## src/rtl/mem_io_responder.sv

```systemverilog
// CPU-side memory responder: SRAM accesses with fixed wait states, plus one memory-mapped I/O word.
// Optional macro IO_SYNC_EN adds a two-flop synchronizer on SW; without it SW is sampled directly.
module mem_io_responder #(
    parameter int          WAIT_STATES = 2,
    parameter logic [15:0] IO_ADDR     = 16'hFFFF
) (
    input  logic        Clk,
    input  logic        Reset_n,
    input  logic [15:0] ADDR,
    input  logic [15:0] Data_from_CPU,
    input  logic        MEM_rd_req,
    input  logic        MEM_wr_req,
    output logic        R,
    output logic [15:0] Data_to_CPU,
    output logic [15:0] SRAM_ADDR,
    output logic [15:0] Data_to_SRAM,
    input  logic [15:0] Data_from_SRAM,
    output logic        SRAM_CE_n,
    output logic        SRAM_OE_n,
    output logic        SRAM_WE_n,
    input  logic [9:0]  SW,
    output logic [15:0] HEX_data
);

    typedef enum logic [1:0] {IDLE, ACCESS, DONE, RELEASE} state_t;

    localparam logic [3:0] LAST_CNT = 4'(WAIT_STATES - 1);

    state_t      state;
    logic [3:0]  cnt;
    logic        is_rd;
    logic        is_io;
    logic        last;
    logic [9:0]  sw_use;

`ifdef IO_SYNC_EN
    logic [9:0] sw_meta;
    logic [9:0] sw_sync;

    always_ff @(posedge Clk or negedge Reset_n) begin
        if (!Reset_n) begin
            sw_meta <= '0;
            sw_sync <= '0;
        end else begin
            sw_meta <= SW;
            sw_sync <= sw_meta;
        end
    end

    assign sw_use = sw_sync;
`else
    assign sw_use = SW;
`endif

    // I/O accesses always finish after a single ACCESS cycle.
    assign last = is_io || (cnt == LAST_CNT);

    always_ff @(posedge Clk or negedge Reset_n) begin
        if (!Reset_n) begin
            state        <= IDLE;
            cnt          <= '0;
            is_rd        <= 1'b0;
            is_io        <= 1'b0;
            R            <= 1'b0;
            Data_to_CPU  <= '0;
            HEX_data     <= '0;
            SRAM_ADDR    <= '0;
            Data_to_SRAM <= '0;
            SRAM_CE_n    <= 1'b1;
            SRAM_OE_n    <= 1'b1;
            SRAM_WE_n    <= 1'b1;
        end else begin
            R <= 1'b0;
            case (state)
                IDLE: begin
                    if (MEM_rd_req || MEM_wr_req) begin
                        state        <= ACCESS;
                        cnt          <= '0;
                        is_rd        <= MEM_rd_req;
                        is_io        <= (ADDR == IO_ADDR);
                        SRAM_ADDR    <= ADDR;
                        Data_to_SRAM <= Data_from_CPU;
                        // Strobes are registered, so they go active on the same edge as ACCESS.
                        if (ADDR != IO_ADDR) begin
                            SRAM_CE_n <= 1'b0;
                            SRAM_OE_n <= !MEM_rd_req;
                            SRAM_WE_n <= MEM_rd_req;
                        end
                    end
                end
                ACCESS: begin
                    if (last) begin
                        state     <= DONE;
                        R         <= 1'b1;
                        cnt       <= '0;
                        SRAM_CE_n <= 1'b1;
                        SRAM_OE_n <= 1'b1;
                        SRAM_WE_n <= 1'b1;
                        if (is_rd)
                            Data_to_CPU <= is_io ? {6'b0, sw_use} : Data_from_SRAM;
                        else if (is_io)
                            HEX_data <= Data_to_SRAM;
                    end else begin
                        cnt <= cnt + 4'd1;
                    end
                end
                DONE: state <= RELEASE;
                RELEASE: begin
                    // Wait for the CPU to drop its request so a held request is not replayed.
                    if (!MEM_rd_req && !MEM_wr_req)
                        state <= IDLE;
                end
                default: state <= IDLE;
            endcase
        end
    end

endmodule

```

## config.mk

```make
export PLATFORM = sky130hd
export DESIGN_NAME = mem_io_responder
export DESIGN_NICKNAME = d
export VERILOG_FILES = /design/src/rtl/mem_io_responder.sv
export SDC_FILE = /design/constraint.sdc
export NUM_CORES = 1
export LEC_CHECK = 0
export BUFFER_PORTS_ARGS = -buffer_cell sky130_fd_sc_hd__buf_2
export CAP_MARGIN = 10
export CORE_UTILIZATION = 36
export CTS_BUF_LIST = sky130_fd_sc_hd__clkbuf_4
export DETAILED_ROUTE_END_ITERATION = 8
export PLACE_DENSITY = 0.74
export REMOVE_ABC_BUFFERS = 1
export SYNTH_ARGS = -nofsm -noshare
export SYNTH_HDL_FRONTEND = slang
export SYNTH_SLANG_ARGS = --single-unit
```

## constraint.sdc

```tcl
create_clock -name Clk -period 4.4 [get_ports Clk]
set_clock_uncertainty 0.05 [all_clocks]
set_input_delay 0.22 -clock Clk [delete_from_list [all_inputs] [get_ports Clk]]
set_output_delay 0.22 -clock Clk [all_outputs]
set_load 0.01 [all_outputs]
```

[Word-level counts from Yosys, hierarchy flattened]
Index checks and enable logic that the tools add are counted.
W data, S select, Z words.
Storage, ports and cells
  bits in latches: 0
  memory bits (writable): 0
  memories kept: 0
  output and inout port bits: 68
  register bits: 76
  word-level logic and storage cells: 57
  memory bits (read-only): 0
Cells by class
  equality and inequality tests: 10
  shifts and indexed selects: 0
  $mul: 0
  magnitude comparators: 0
  bitwise logic cells: 1
  reductions and logical operators: 13
  muxes and demuxes: 20
  div/mod/pow operators: 0
  $add $sub $neg: 1
Operator list (number)
  $eq A16 B16 Y1 const B: 1
  $mux W16: 1
  $ne A16 B16 Y1 const B: 1
  $mux W1: 9
  $mux W4: 2
  $ne A2 B2 Y1 const B: 4
  $pmux W2 S4: 1
  $pmux W4 S2: 1
  $reduce_and A4 Y1: 2
  $mux W2: 3
  $pmux W1 S2: 3
  $reduce_and A3 Y1: 2
  $add A4 B1 Y4 const B: 1
  $eq A2 B2 Y1 const B: 2
  $eq A4 B1 Y1 const B: 1
  $reduce_and A2 Y1: 2
  $eq A2 B1 Y1 const B: 1
  $logic_not A1 Y1: 2
  $logic_not A2 Y1: 1
  $logic_or A1 B1 Y1: 2
  $reduce_bool A2 Y1: 1
  $logic_and A1 B1 Y1: 1
  $not A1 Y1: 1

[Longest topological paths before layout]
Gate-level depths: netlist of the first run.
  depth after elaboration: 4
  gate-level depth with buffers: 7
  mapped depth without buffers: 6

[Worst setup path after synthesis of the first run]
Ideal clock, no wire load.
  kind: register to register
  from: reg state[0]
  to: reg SRAM_CE_n
  path slack: 2657 ps
  buffers on the path: 1
  library setup time: 82 ps
  stages on the path, launching flop included: 8
  clock period less this slack: 1743 ps
  data arrival time: 1611 ps
  path through: dfrtp_1 -> inv_1 -> ha_1 -> buf_6 -> or3b_1 -> o21ai_2 -> a211oi_4 -> mux2_4
Between the ends
  word-level cells in the longest chain between the ends: 3
  elaborated cells between the ends (all ways): 8
RTL lines
  from (decl): line 29  | state_t state;
  from (signal assigned): line 60  | state <= IDLE;
  from (signal assigned): line 77  | state <= ACCESS;
  from (signal assigned): line 93  | state <= DONE;
  $eq A2 B1 Y1 or $logic_not A2 Y1 (tied branches): line 74  | case (state)
  $ne A2 B2 Y1 (no line) or $reduce_bool A2 Y1 (tied branches)
  $reduce_and A4 Y1 (no line)
  to (signal assigned): line 69  | SRAM_CE_n <= 1'b1;
  to (signal assigned): line 85  | SRAM_CE_n <= 1'b0;
  to (signal assigned): line 96  | SRAM_CE_n <= 1'b1;
  to (decl): line 18  | output logic SRAM_CE_n,
Parallel ways exist; a longest one is shown, timed or not.
A chain may end at the register's enable or synchronous reset.

[Worst setup path after layout of the first run]
  from: reg is_io
  to: reg HEX_data[14]
Between the ends
  word-level cells in the longest chain between the ends: 2
RTL lines
  from (decl): line 32  | logic is_io;
  from (signal assigned): line 80  | is_io <= (ADDR == IO_ADDR);
  $logic_or A1 B1 Y1: line 56  | assign last = is_io || (cnt == LAST_CNT);
  $reduce_and A4 Y1 (no line) (*)
  to (signal assigned): line 102  | HEX_data <= Data_to_SRAM;
  to (decl): line 22  | output logic [15:0] HEX_data
Mark *: on every way between the ends. The rest lies on a longest branch, timed or not.

==> summary.txt, run 1 <==
initial antenna violation count -> 0
post-route minimum period -> 2.05 ns
GP Congestion -> 0.799
Hold Path End -> Data_to_CPU[14]
vias in the first global route -> 2467
mux contribution to synthesized area -> 0.219
Root Buffer -> clkbuf_4
Slew HR -> 0.272
r2r endpoint -> HEX_data[14]
Die Wd -> 96.4 µm
nets -> 474
Area Overhead vs Synth -> 38.6%
cts hold-fix bufs -> 38
WP data required -> 4.65 ns
IO buf count -> 129
Die Span Y -> 96.4 µm
total track usage -> 0.162
WL met2 -> 3510 µm
Routed Antenna Nets -> 0
number of synthesized flops with an enable pin -> 0
final core occ -> 0.512
drt initial violations -> 25
TNS Setup -> 0 ns
Final HPWL DP -> 4720 µm
Leak -> 2.24 nW
most common cell in the netlist -> dfrtp_1
clk sinks -> 76
max-capacitance violation count -> 0
Register-to-Register Path Depth -> 2
CP max FO -> 21
Synth Area in Adders -> 0.0234
Synthesis Warnings -> 0
worst skew pair latency -> 0.42 ns
die area -> 9290 µm²
period utilization -> 0.465
layout cell share with drive strength beyond 1 -> 0.499
worst slew pin tran -> 1.09 ns
status -> finished clean
post-synthesis async set-or-reset flop share -> 1.00
combinational family with the most area after synthesis -> multiplexers
R2R setup slack -> 2.35 ns
Inserted Clock Buffers -> 9
post-synthesis xor/xnor area fraction -> 0
CP startpoint kind -> flop
Yosys cell types -> 33
Fmax -> 0.489 GHz
Max IR drop VDD -> 0.000276 V
GRT overflow -> 0
Pre-antenna DRT Iters -> 4
# DRC -> 0
Compound-Gate Fraction of Synth Area -> 0.0574
post-synthesis cell area -> 3210 µm²
Synth Flop Type -> dfrtp_1
Placement Rows -> 34
fill cell count -> 796
Mapped Cells -> 238
post-CTS setup buffer count -> 0
DR top layer -> met4
Boundary Pins -> 130
Worst-path clk slew -> 0.12 ns
simple-gate share of the synthesized area -> 0.0831
cts repair resizes -> 0
Slew Viols, Final -> 0
Yosys top cell area share -> 0.570
top post-synthesis cells by area -> dfrtp_1 57%, mux2_2 17%, mux2i_1 3.4%
hold depth -> 3
Setup-failing EPs final -> 0
largest net degree at the start of global routing -> 77
drt via density -> 4.68
sequential fraction of the synthesis area -> 0.594
WS Path Type -> reg2reg
Hold Crit Start -> Data_from_SRAM[14]
core area -> 8680 µm²
CTS Buffer Depth -> 2
starting density of the core -> 0.370
Final Hold Fails -> 0
Routed WL per cell -> 13.6 µm
WL met1 -> 2920 µm
unrepaired setup endpoints after global routing -> no
ant diodes -> 0
global-route wire length before repair -> 11200 µm
Crit. End Element -> flop
crit path DAT -> 2.30 ns
via count -> 2429
Commonest cells post-synth -> 73 x dfrtp_1, 48 x mux2_2, 22 x nand2_1
reg2reg start -> is_io
metal3 WL -> 494 µm
H-tree depth -> 3
Synth Register Bits -> 76
pwr dens -> 568 nW/µm²
Mean Syn Cell Area -> 13.5 µm²
Hold Path Class -> in2reg
final wirelength -> 7040 µm
CTS tree -> done
largest area contributor in the netlist -> dfrtp_1
## power breakdown
| part | switching, mW | internal [mW] | total (mW) |
|---|---|---|---|
| Sequential | 0.156 | 0.976 | 1.13 |
| Combinational | 0.508 | 0.521 | 1.03 |
| Clock | 0.247 | 0.118 | 0.365 |
## sequential cells by signal (all words and copies together) (netlist names)
name	count
cnt	4
is_io	1
SRAM_CE_n	1
HEX_data	16
SRAM_WE_n	1
is_rd	1
R	1
SRAM_OE_n	1
Data_to_CPU	16
SRAM_ADDR	16
state	2
Data_to_SRAM	16
## layout by cell type (no fill, tap or decap), types with 3 or more instances in the layout
| master | instances |
|---|---|
| buf_2 | 128 |
| o21ai_0 | 19 |
| mux2_2 | 48 |
| nor2_1 | 5 |
| inv_1 | 4 |
| ha_1 | 6 |
| nand2b_1 | 9 |
| nand2_1 | 22 |
| dfrtp_1 | 73 |
| dlygate4sd3_1 | 38 |
| mux2i_1 | 11 |
| nand4_1 | 4 |
| dfstp_2 | 3 |
| clkbuf_4 | 9 |
## cell families (layout without fill, tap and decap cells)
| logic type | after synthesis | after routing |
|---|---|---|
| adder cells (fa/ha/maj) | 6 | 6 |
| buffers and inverters | 15 | 188 |
| AND/OR/NAND/NOR | 49 | 49 |
| flip-flops | 76 | 76 |
| multiplexers | 63 | 63 |
| AO/OA/AOI/OAI | 29 | 29 |
## final cells by class
class | instances | area, µm² | share of cell area
Clock buffer | 9 | 67.6 | 0.0152
Clock inverter | 7 | 50.0 | 0.0113
Inverter | 4 | 15.0 | 0.00338
Multi-Input combinational cell | 147 | 1240 | 0.278
Sequential cell | 76 | 1910 | 0.429
Tap cell | 108 | 135 | 0.0304
Timing Repair Buffer | 168 | 1040 | 0.233
## metrics by stage
| stage | cells | instance area, µm² | total power [mW] | setup WS, ns | hold slack (ns) |
|---|---|---|---|---|---|
| floorplan | 227 | 3150 | 1.75 | 2.18 | -0.126 |
| finish | 519 | 4450 | 2.53 | 2.35 | 0.0236 |
| global route | 519 | 4450 | 2.73 | 2.16 | 0.0240 |
| CTS | 519 | 4450 | 2.56 | 2.28 | 0.000167 |
| global placement | 465 | 3950 | 2.11 | 2.39 | 0.374 |
| detailed placement | 465 | 3950 | 2.16 | 2.26 | 0.376 |
## worst max-delay path, cell delays in order, from the launching register on
cell,delay [ns]
dfrtp_1,0.89
nand3b_2,0.52
mux2_1,0.48
## routing by layer
layer	up-vias	global-route usage
li1	1177	-
met1	1157	0.178
met2	84	0.293
met3	11	0.0415
met4	0	0.0699
met5	-	0
## worst max path at each step
stage	endpoint	startpoint	depth (start not counted)
2_1_floorplan	Data_to_CPU[0]	cnt[0]	4
3_3_place_gp	HEX_data[14]	is_io	2
3_5_place_dp	HEX_data[14]	is_io	2
4_1_cts	HEX_data[14]	is_io	2
5_1_grt	HEX_data[13]	is_io	2
6_report	HEX_data[14]	is_io	2
No activity file was read; power rests on OpenSTA's default activity.
==> inputs of run 2 (changes only) <==
--- a/config.mk
+++ b/config.mk
@@ -5,12 +5,13 @@
 export SDC_FILE = /design/constraint.sdc
 export NUM_CORES = 1
 export LEC_CHECK = 0
+export ABC_AREA = 1
 export BUFFER_PORTS_ARGS = -buffer_cell sky130_fd_sc_hd__buf_2
 export CAP_MARGIN = 10
 export CORE_UTILIZATION = 36
 export CTS_BUF_LIST = sky130_fd_sc_hd__clkbuf_4
 export DETAILED_ROUTE_END_ITERATION = 8
-export PLACE_DENSITY = 0.74
+export PLACE_DENSITY = 0.73
 export REMOVE_ABC_BUFFERS = 1
 export SYNTH_ARGS = -nofsm -noshare
 export SYNTH_HDL_FRONTEND = slang
==> constraint.sdc (replaced) <==
create_clock -name Clk -period 1.98 [get_ports Clk]
set_clock_uncertainty 0.05 [all_clocks]
set_input_delay 0.099 -clock Clk [delete_from_list [all_inputs] [get_ports Clk]]
set_output_delay 0.099 -clock Clk [all_outputs]
set_load 0.01 [all_outputs]
==> summary.txt, run 2 <==
Fmax -> 0.615 GHz
Synth Area in Adders -> 0.0229
Compound-Gate Fraction of Synth Area -> 0.0516
nets -> 607
fill cell count -> 789
Crit. End Element -> flop
CP max stage cell -> dfrtp_1
Final Total Pwr -> 5.70 mW
simple-gate share of the synthesized area -> 0.239
unrepaired setup endpoints after global routing -> no
drt initial violations -> 111
crit path DAT -> 1.88 ns
CP startpoint kind -> flop
DR top layer -> met4
Max IR drop VDD -> 0.000579 V
Placement Rows -> 34
clk sinks -> 76
starting density of the core -> 0.374
Synth Register Bits -> 76
Slew HR -> 0.639
Post-Layout Cell Count -> 652
Inserted Clock Buffers -> 9
CTS Buffer Depth -> 2
Critical Path, Cell by Cell -> inv_1 -> ha_1 -> nand2_4 -> mux2_4
drt via density -> 4.76
WHS -> 0.0461 ns
Pre-antenna DRT Iters -> 4
Area Overhead vs Synth -> 45.8%
Final HPWL DP -> 5740 µm
H-tree depth -> 3
Yosys cell types -> 29
Boundary Pins -> 130
TNS Setup -> 0 ns
final core occ -> 0.545
# DRC -> 0
cts hold-fix bufs -> 60
CTS tree -> done
Die Wd -> 97.4 µm
GP Congestion -> 0.777
worst skew pair latency -> 0.42 ns
vias in the first global route -> 3162
Synthesis Warnings -> 0
Setup-failing EPs final -> 0
Root Buffer -> clkbuf_4
mux contribution to synthesized area -> 0.0665
CP max FO -> 16
core area -> 8760 µm²
period utilization -> 0.821
cts repair resizes -> 0
largest net degree at the start of global routing -> 41
via count -> 3106
status -> finished clean
post-synthesis xor/xnor area fraction -> 0
ant diodes -> 0
Die Span Y -> 97.4 µm
Leak -> 2.67 nW
final wirelength -> 8760 µm
die area -> 9480 µm²
Slew Viols, Final -> 0
WP data required -> 2.24 ns
metal3 WL -> 443 µm
IO buf count -> 129
WS Path Type -> reg2reg
most frequent cells in the layout -> 152 x nand2_1, 128 x buf_2, 73 x dfrtp_1
pwr dens -> 1190 nW/µm²
Yosys top cell area share -> 0.558
Mapped Cells -> 345
max-capacitance violation count -> 0
GRT overflow -> 0
most common cell in the netlist -> nand2_1
Hold Path Class -> in2reg
Placed Instances -> 576
layout cell share with drive strength beyond 1 -> 0.344
CP peak stage delay -> 0.42 ns
post-synthesis async set-or-reset flop share -> 1.00
Synth Flop Type -> dfrtp_1
top post-synthesis cells by area -> dfrtp_1 56%, nand2_1 17%, mux2_4 4.6%
Commonest cells post-synth -> 152 x nand2_1, 73 x dfrtp_1, 25 x nor2_1
R2R setup slack -> 0.35 ns
sequential fraction of the synthesis area -> 0.582
largest area contributor in the netlist -> dfrtp_1
most common cell after layout, fill and taps aside -> nand2_1
number of synthesized flops with an enable pin -> 0
total track usage -> 0.197
initial antenna violation count -> 0
CP delay by family, top -> flip-flops
WL met1 -> 3690 µm
post-CTS setup buffer count -> 0
post-route minimum period -> 1.63 ns
Buf+Inv Stages, Crit Path -> 1
global-route wire length before repair -> 14900 µm
Mean Syn Cell Area -> 9.49 µm²
combinational family with the most area after synthesis -> simple AND/OR/NAND/NOR gates
Final Hold Fails -> 0
Routed WL per cell -> 13.4 µm
worst slew pin tran -> 0.541 ns
post-synthesis cell area -> 3280 µm²
Routed Antenna Nets -> 0
WL met2 -> 4250 µm
Worst-path clk slew -> 0.13 ns
-- run 2: cell families (layout without fill, tap and decap cells) --
logic type / count (synthesis) / count (layout)
compound gates: 26 / 26
buf+inv: 28 / 227
simple gates: 193 / 193
fa+ha+maj: 6 / 6
flops: 76 / 76
mux: 16 / 16
-- run 2: worst min-delay path: stages --
cell and delay, ns:
buf_2 0.08, nor2_2 0.05, nor2_4 0.08, inv_2 0.07, nand2_1 0.06, nand2_1 0.04
-- run 2: cell type report --
| cell class | instances | area, µm² | share of cell area |
|---|---|---|---|
| sequential | 76 | 1910 | 0.399 |
| timing repair buffer | 197 | 1320 | 0.277 |
| multi-input combinational | 241 | 1240 | 0.261 |
| tap | 108 | 135 | 0.0283 |
| clock buffer | 10 | 75.1 | 0.0157 |
| inverter | 14 | 52.6 | 0.0110 |
| clock inverter | 6 | 41.3 | 0.00865 |
-- run 2: path summary, 6_finish.rpt --
check,start,to,cells past startpoint
setup / recovery,state[1],HEX_data[14],4
max in group asynchronous,Reset_n,Data_to_CPU[7],3
setup reg to reg,state[1],HEX_data[14],4
min in group asynchronous,Reset_n,Data_to_SRAM[10],2
hold reg to reg,SRAM_WE_n,SRAM_WE_n,2
hold / removal,MEM_wr_req,SRAM_ADDR[3],6
-- run 2: report_power, final --
group / switching (mW) / total (mW) / internal [mW]
Combinational: 1.41 / 2.36 / 0.951
Clock: 0.552 / 0.822 / 0.270
Sequential: 0.373 / 2.52 / 2.15
-- run 2: routing by layer --
layer | vias up | track usage
li1 | 1477 | -
met1 | 1472 | 0.241
met4 | 0 | 0.117
met3 | 37 | 0.0396
met2 | 120 | 0.321
met5 | - | 0
-- run 2: metrics by stage --
stage / setup WS (ns) / area [µm²]
after floorplan: -0.0525 / 3200
after global placement: 0.391 / 4060
after detailed placement: 0.340 / 4060
after CTS: 0.332 / 4780
after global routing: 0.176 / 4780
final: 0.354 / 4780
